## config.mk

```make
export PLATFORM = sky130hd
export DESIGN_NAME = seq_multiplier
export DESIGN_NICKNAME = d
export VERILOG_FILES = /design/src/rtl/mult_pkg.sv /design/src/rtl/nbit_adder.sv /design/src/rtl/seq_multiplier.sv
export SDC_FILE = /design/constraint.sdc
export NUM_CORES = 1
export LEC_CHECK = 0
export BUFFER_PORTS_ARGS = -buffer_cell sky130_fd_sc_hd__buf_2
export CORE_UTILIZATION = 55
export CTS_CLUSTER_SIZE = 20
export DETAILED_ROUTE_END_ITERATION = 10
export PLACE_DENSITY = 0.77
export SLEW_MARGIN = 10
export SYNTH_ARGS = -nofsm -noshare
export SYNTH_HDL_FRONTEND = slang
export SYNTH_SLANG_ARGS = --single-unit
```

## constraint.sdc

```tcl
create_clock -name clk -period 6 [get_ports clk]
set_input_delay 1.8 -clock clk [delete_from_list [all_inputs] [get_ports clk]]
set_output_delay 1.8 -clock clk [all_outputs]
set_load 0.02 [all_outputs]
```

## src/rtl/mult_pkg.sv

```systemverilog
// Shared types and defaults for the sequential shift-and-add multiplier.
package mult_pkg;

    localparam int unsigned DEF_WIDTH = 8;

    typedef enum logic [1:0] {
        IDLE,
        CALC,
        DONE
    } state_t;

endpackage

```

## src/rtl/nbit_adder.sv

```systemverilog
// Parametrised ripple-carry adder; one instance serves every multiply iteration.
module nbit_adder #(
    parameter int unsigned WIDTH = 4
) (
    input  logic [WIDTH-1:0] a,
    input  logic [WIDTH-1:0] b,
    input  logic             cin,
    output logic [WIDTH-1:0] s,
    output logic             cout
);

    logic [WIDTH:0] carry;

    assign carry[0] = cin;

    for (genvar i = 0; i < WIDTH; i++) begin : g_bit
        assign s[i]       = a[i] ^ b[i] ^ carry[i];
        assign carry[i+1] = (a[i] & b[i]) | (carry[i] & (a[i] ^ b[i]));
    end

    assign cout = carry[WIDTH];

endmodule

```

## src/rtl/seq_multiplier.sv

```systemverilog
// Sequential shift-and-add multiplier, WIDTH iterations per product, signed or unsigned.
module seq_multiplier
    import mult_pkg::*;
#(
    parameter int unsigned WIDTH = DEF_WIDTH
) (
    input  logic                 clk,
    input  logic                 rst_n,
    input  logic                 start,
    input  logic                 signed_mode,
    input  logic [WIDTH-1:0]     a,
    input  logic [WIDTH-1:0]     b,
    output logic                 busy,
    output logic                 done,
    output logic [2*WIDTH-1:0]   product
);

    localparam int unsigned CntW = $clog2(WIDTH + 1);
    localparam int unsigned PW   = 2 * WIDTH;

    state_t           state_q, state_d;
    logic [WIDTH-1:0] mcand_q, mcand_d;
    // Upper half accumulates partial sums; lower half starts as the multiplier and
    // is shifted out one bit per iteration as product bits shift in.
    logic [PW-1:0]    acc_q, acc_d;
    logic [CntW-1:0]  cnt_q, cnt_d;
    logic             neg_q, neg_d;
    logic [PW-1:0]    product_q, product_d;
    logic             busy_q, busy_d;
    logic             done_q, done_d;

    logic [WIDTH-1:0] a_mag, b_mag;
    logic [WIDTH-1:0] addend;
    logic [WIDTH-1:0] sum;
    logic             sum_cout;
    logic [PW-1:0]    acc_shift;
    logic [PW-1:0]    acc_neg;

    // -2^(W-1) negates to 2^(W-1), which is still representable as W-bit unsigned.
    assign a_mag = (signed_mode && a[WIDTH-1]) ? (~a + WIDTH'(1)) : a;
    assign b_mag = (signed_mode && b[WIDTH-1]) ? (~b + WIDTH'(1)) : b;

    assign addend = acc_q[0] ? mcand_q : '0;

    nbit_adder #(
        .WIDTH (WIDTH)
    ) u_adder (
        .a    (acc_q[PW-1:WIDTH]),
        .b    (addend),
        .cin  (1'b0),
        .s    (sum),
        .cout (sum_cout)
    );

    assign acc_shift = {sum_cout, sum, acc_q[WIDTH-1:1]};
    assign acc_neg   = ~acc_shift + PW'(1);

    always_comb begin
        state_d   = state_q;
        mcand_d   = mcand_q;
        acc_d     = acc_q;
        cnt_d     = cnt_q;
        neg_d     = neg_q;
        product_d = product_q;
        busy_d    = 1'b0;
        done_d    = 1'b0;

        unique case (state_q)
            IDLE, DONE: begin
                if (start) begin
                    mcand_d = a_mag;
                    acc_d   = {{WIDTH{1'b0}}, b_mag};
                    cnt_d   = '0;
                    neg_d   = signed_mode & (a[WIDTH-1] ^ b[WIDTH-1]);
                    busy_d  = 1'b1;
                    state_d = CALC;
                end else begin
                    state_d = IDLE;
                end
            end
            CALC: begin
                acc_d  = acc_shift;
                cnt_d  = cnt_q + CntW'(1);
                busy_d = 1'b1;
                if (cnt_q == CntW'(WIDTH - 1)) begin
                    product_d = neg_q ? acc_neg : acc_shift;
                    busy_d    = 1'b0;
                    done_d    = 1'b1;
                    state_d   = DONE;
                end
            end
            default: begin
                state_d = IDLE;
            end
        endcase
    end

    always_ff @(posedge clk or negedge rst_n) begin
        if (!rst_n) begin
            state_q   <= IDLE;
            mcand_q   <= '0;
            acc_q     <= '0;
            cnt_q     <= '0;
            neg_q     <= 1'b0;
            product_q <= '0;
            busy_q    <= 1'b0;
            done_q    <= 1'b0;
        end else begin
            state_q   <= state_d;
            mcand_q   <= mcand_d;
            acc_q     <= acc_d;
            cnt_q     <= cnt_d;
            neg_q     <= neg_d;
            product_q <= product_d;
            busy_q    <= busy_d;
            done_q    <= done_d;
        end
    end

    assign busy    = busy_q;
    assign done    = done_q;
    assign product = product_q;

endmodule

```

==> results.txt <==
WL/cell - 13.39 µm
Placer Congestion - 0.8047
die width - 72.07 µm
#FFs+latches synth - 49
CP arrival - 4.79 ns
Post-DP HPWL - 3673 µm
Final Skew - 0.009287 ns
largest net degree at the start of global routing - 50
Slew headroom - 0.2926
Num CTS Buffers - 5
Post-Synthesis Cells - 276
hold_sp - product[10]
core area - 0.004723 mm²
Buffers on Ports - 37
busiest grt layer - met2
mapped cell area - 0.002700 mm²
Top-Level Pins - 38
Residual DRC - 0
# rows - 25
critical path peak fanout - 9
CTS Hold Bufs - 0
met3 GRT Util - 0.04722
leakage power - 1.398 nW
layout cells sized above 1 - 0.1732
Worst EP required - 6.15 ns
post-synthesis sequential area ratio - 0.4541
count of cell types in the netlist - 41
overall overflow remaining after global route - 0
Worst VDD drop - 0.0002125 V
commonest cells after routing, fill and taps aside - dfrtp_1 (49), nand2_1 (46), buf_2 (37)
fill cell count - 416
fin crit share - 0.7737
initial drt markers - 131
commonest non-fill, non-tap cell in the layout - dfrtp_1
pins over their slew limit - 0
vias in the first global route - 1,793
postcts setup bufs - 0
Clock Pin Slew Worst Setup and Hold Paths - 0.09 ns
Setup CP Type - register to register
first-pass GRT wire length - 8590 µm
GR Util met2 - 0.3364
Avg Vias per Cell - 5.300
Clock Sinks - 49
post-route minimum period - 4.642 ns
post-CTS resize count - 0
Area Overhead vs Synth - 12.00%
GR Util met1 - 0.3059
Starting Density - 0.5717
die height - 72.07 µm
DR pass1 iterations - 4
Root Driver - clkbuf_8
PwrDens - 549.4 mW/mm²
# diodes - 0
total power - 0.001662 W
syn avg cell area - 9.783 µm²
Slew @ Worst Pin - 1.061 ns
fmax - 0.2154 GHz
Hold Slack - 0.4787 ns
CTS tree - built
initial antenna violation count - 0
status - completed
# setup viols final - 0
final WL - 4993 µm
clk buf depth - 2
Final ANT Viol Nets - 0
RSZ-0062 raised after global routing - no
vias - 1,977
Yosys warnings - 0
DIE AREA - 0.005193 mm²
count of final hold-check violations - 0
max_cap viols - 0
Startpoint Class - register
crit end category - register
Hold Crit Class - register to register
Critical Path Source - acc_q[0]
reg-to-reg startpoint - acc_q[0]
all-layer global routing usage - 0.2164
post-synth net total - 308
Final nets - 337
CTS H-tree lvls - 2
Final TNS setup - 0 ns
clk_lat worst skew - 0.30 ns
-- worst max-delay path, stage by stage (launching register included) --
cell and delay [ns]:
dfrtp_1 0.45, and2_1 0.16, ha_1 0.14, inv_1 0.05, fa_1 0.37, fa_1 0.39, fa_1 0.39, fa_1 0.39
fa_1 0.38, inv_1 0.08, fa_1 0.18, fa_1 0.46, or4bb_1 0.56, o41ai_2 0.26, xor2_1 0.17, o21ai_1 0.07
-- cell families (layout without fill, tap and decap cells) --
| family | count (synthesis) | in the layout | synth area share |
|---|---|---|---|
| XOR/XNOR | 25 | 25 | 0.08109 |
| flip-flops | 49 | 49 | 0.4541 |
| buffers and inverters | 34 | 64 | 0.05005 |
| AND/OR/NAND/NOR | 81 | 81 | 0.1460 |
| multiplexers | 3 | 3 | 0.01112 |
| adder cells (fa/ha/maj) | 12 | 12 | 0.07507 |
| AO/OA/AOI/OAI | 72 | 72 | 0.1826 |
-- synth_stat cells (all sizes together) --
cell | instances | area (µm²)
or4 | 2 | 18.77
nor2 | 6 | 22.52
a31oi | 2 | 12.51
xnor2 | 13 | 113.9
a22o | 4 | 35.03
clkbuf | 12 | 45.04
nand4 | 1 | 6.260
dfrtp | 49 | 1226
o221ai | 1 | 8.760
and2 | 3 | 18.77
or3 | 5 | 31.28
o311ai | 2 | 17.52
a21oi | 1 | 5.000
o21ai | 45 | 232.7
o31ai | 4 | 35.03
nand2 | 46 | 172.7
or4bb | 1 | 11.26
o41ai | 5 | 85.09
nor2b | 3 | 18.77
mux2i | 3 | 30.03
fa | 7 | 140.1
nand2b | 3 | 18.77
nand4bb | 1 | 11.26
o31a | 1 | 8.760
buf | 3 | 18.77
nand3 | 5 | 25.02
a22oi | 7 | 52.55
nand4b | 2 | 17.52
nor3b | 1 | 7.510
nor3 | 1 | 5.000
inv | 19 | 71.32
xor2 | 12 | 105.1
and3b | 1 | 8.760
ha | 5 | 62.56
-- sequential cells by signal, indices dropped and copies added (netlist names) --
register,count
busy,1
done,1
mcand_q,8
product,16
state_q,2
neg_q,1
cnt_q,4
acc_q,16
-- report_power, final --
group / total (W) / internal (W) / leakage [nW] / switching, W
Sequential: 0.000606 / 0.000482 / 0.609 / 0.000123
Combinational: 0.000818 / 0.000325 / 0.731 / 0.000493
Clock: 0.000237 / 0.000136 / 0.0585 / 0.000102
-- routing by layer --
metal / part of all wire / up-vias
met5: 0 / -
met2: 0.46 / 46
met3: 0.035 / 7
met4: 0.014 / 0
li1: - / 1002
met1: 0.49 / 922
-- stage by stage --
stage                 util  std cells  worst slack (ns)  instance area [µm²]
global placement    0.6151        365             1.499                 2905
global route        0.6403        373             1.154                 3024
CTS                 0.6397        373             1.379                 3022
finish              0.6403        373             1.358                 3024
detailed placement  0.6151        365             1.392                 2905
floorplan                -        276             1.528                 2700
-- final timing paths --
| check | slack, ns | cells after the start | to |
|---|---|---|---|
| min in group asynchronous | 1.69 | 1 | product[13] |
| setup / recovery | 1.36 | 15 | product[15] |
| hold / removal | 0.48 | 2 | product[10] |
| max in group asynchronous | 3.66 | 1 | acc_q[12] |
| setup reg to reg | 1.36 | 15 | product[15] |
| hold reg to reg | 0.48 | 2 | product[10] |
-- final cells by class --
cell class                 instances  area, µm²  area share
clock inverter                     1      30.03    0.009930
tap                               67      83.83     0.02772
timing repair buffer              37      185.2     0.06123
clock buffer                       7      86.33     0.02855
sequential                        49       1226      0.4055
multi-input combinational        193       1341      0.4435
inverter                          19      71.32     0.02358
Note: power is estimated with default switching activity, not from simulation.
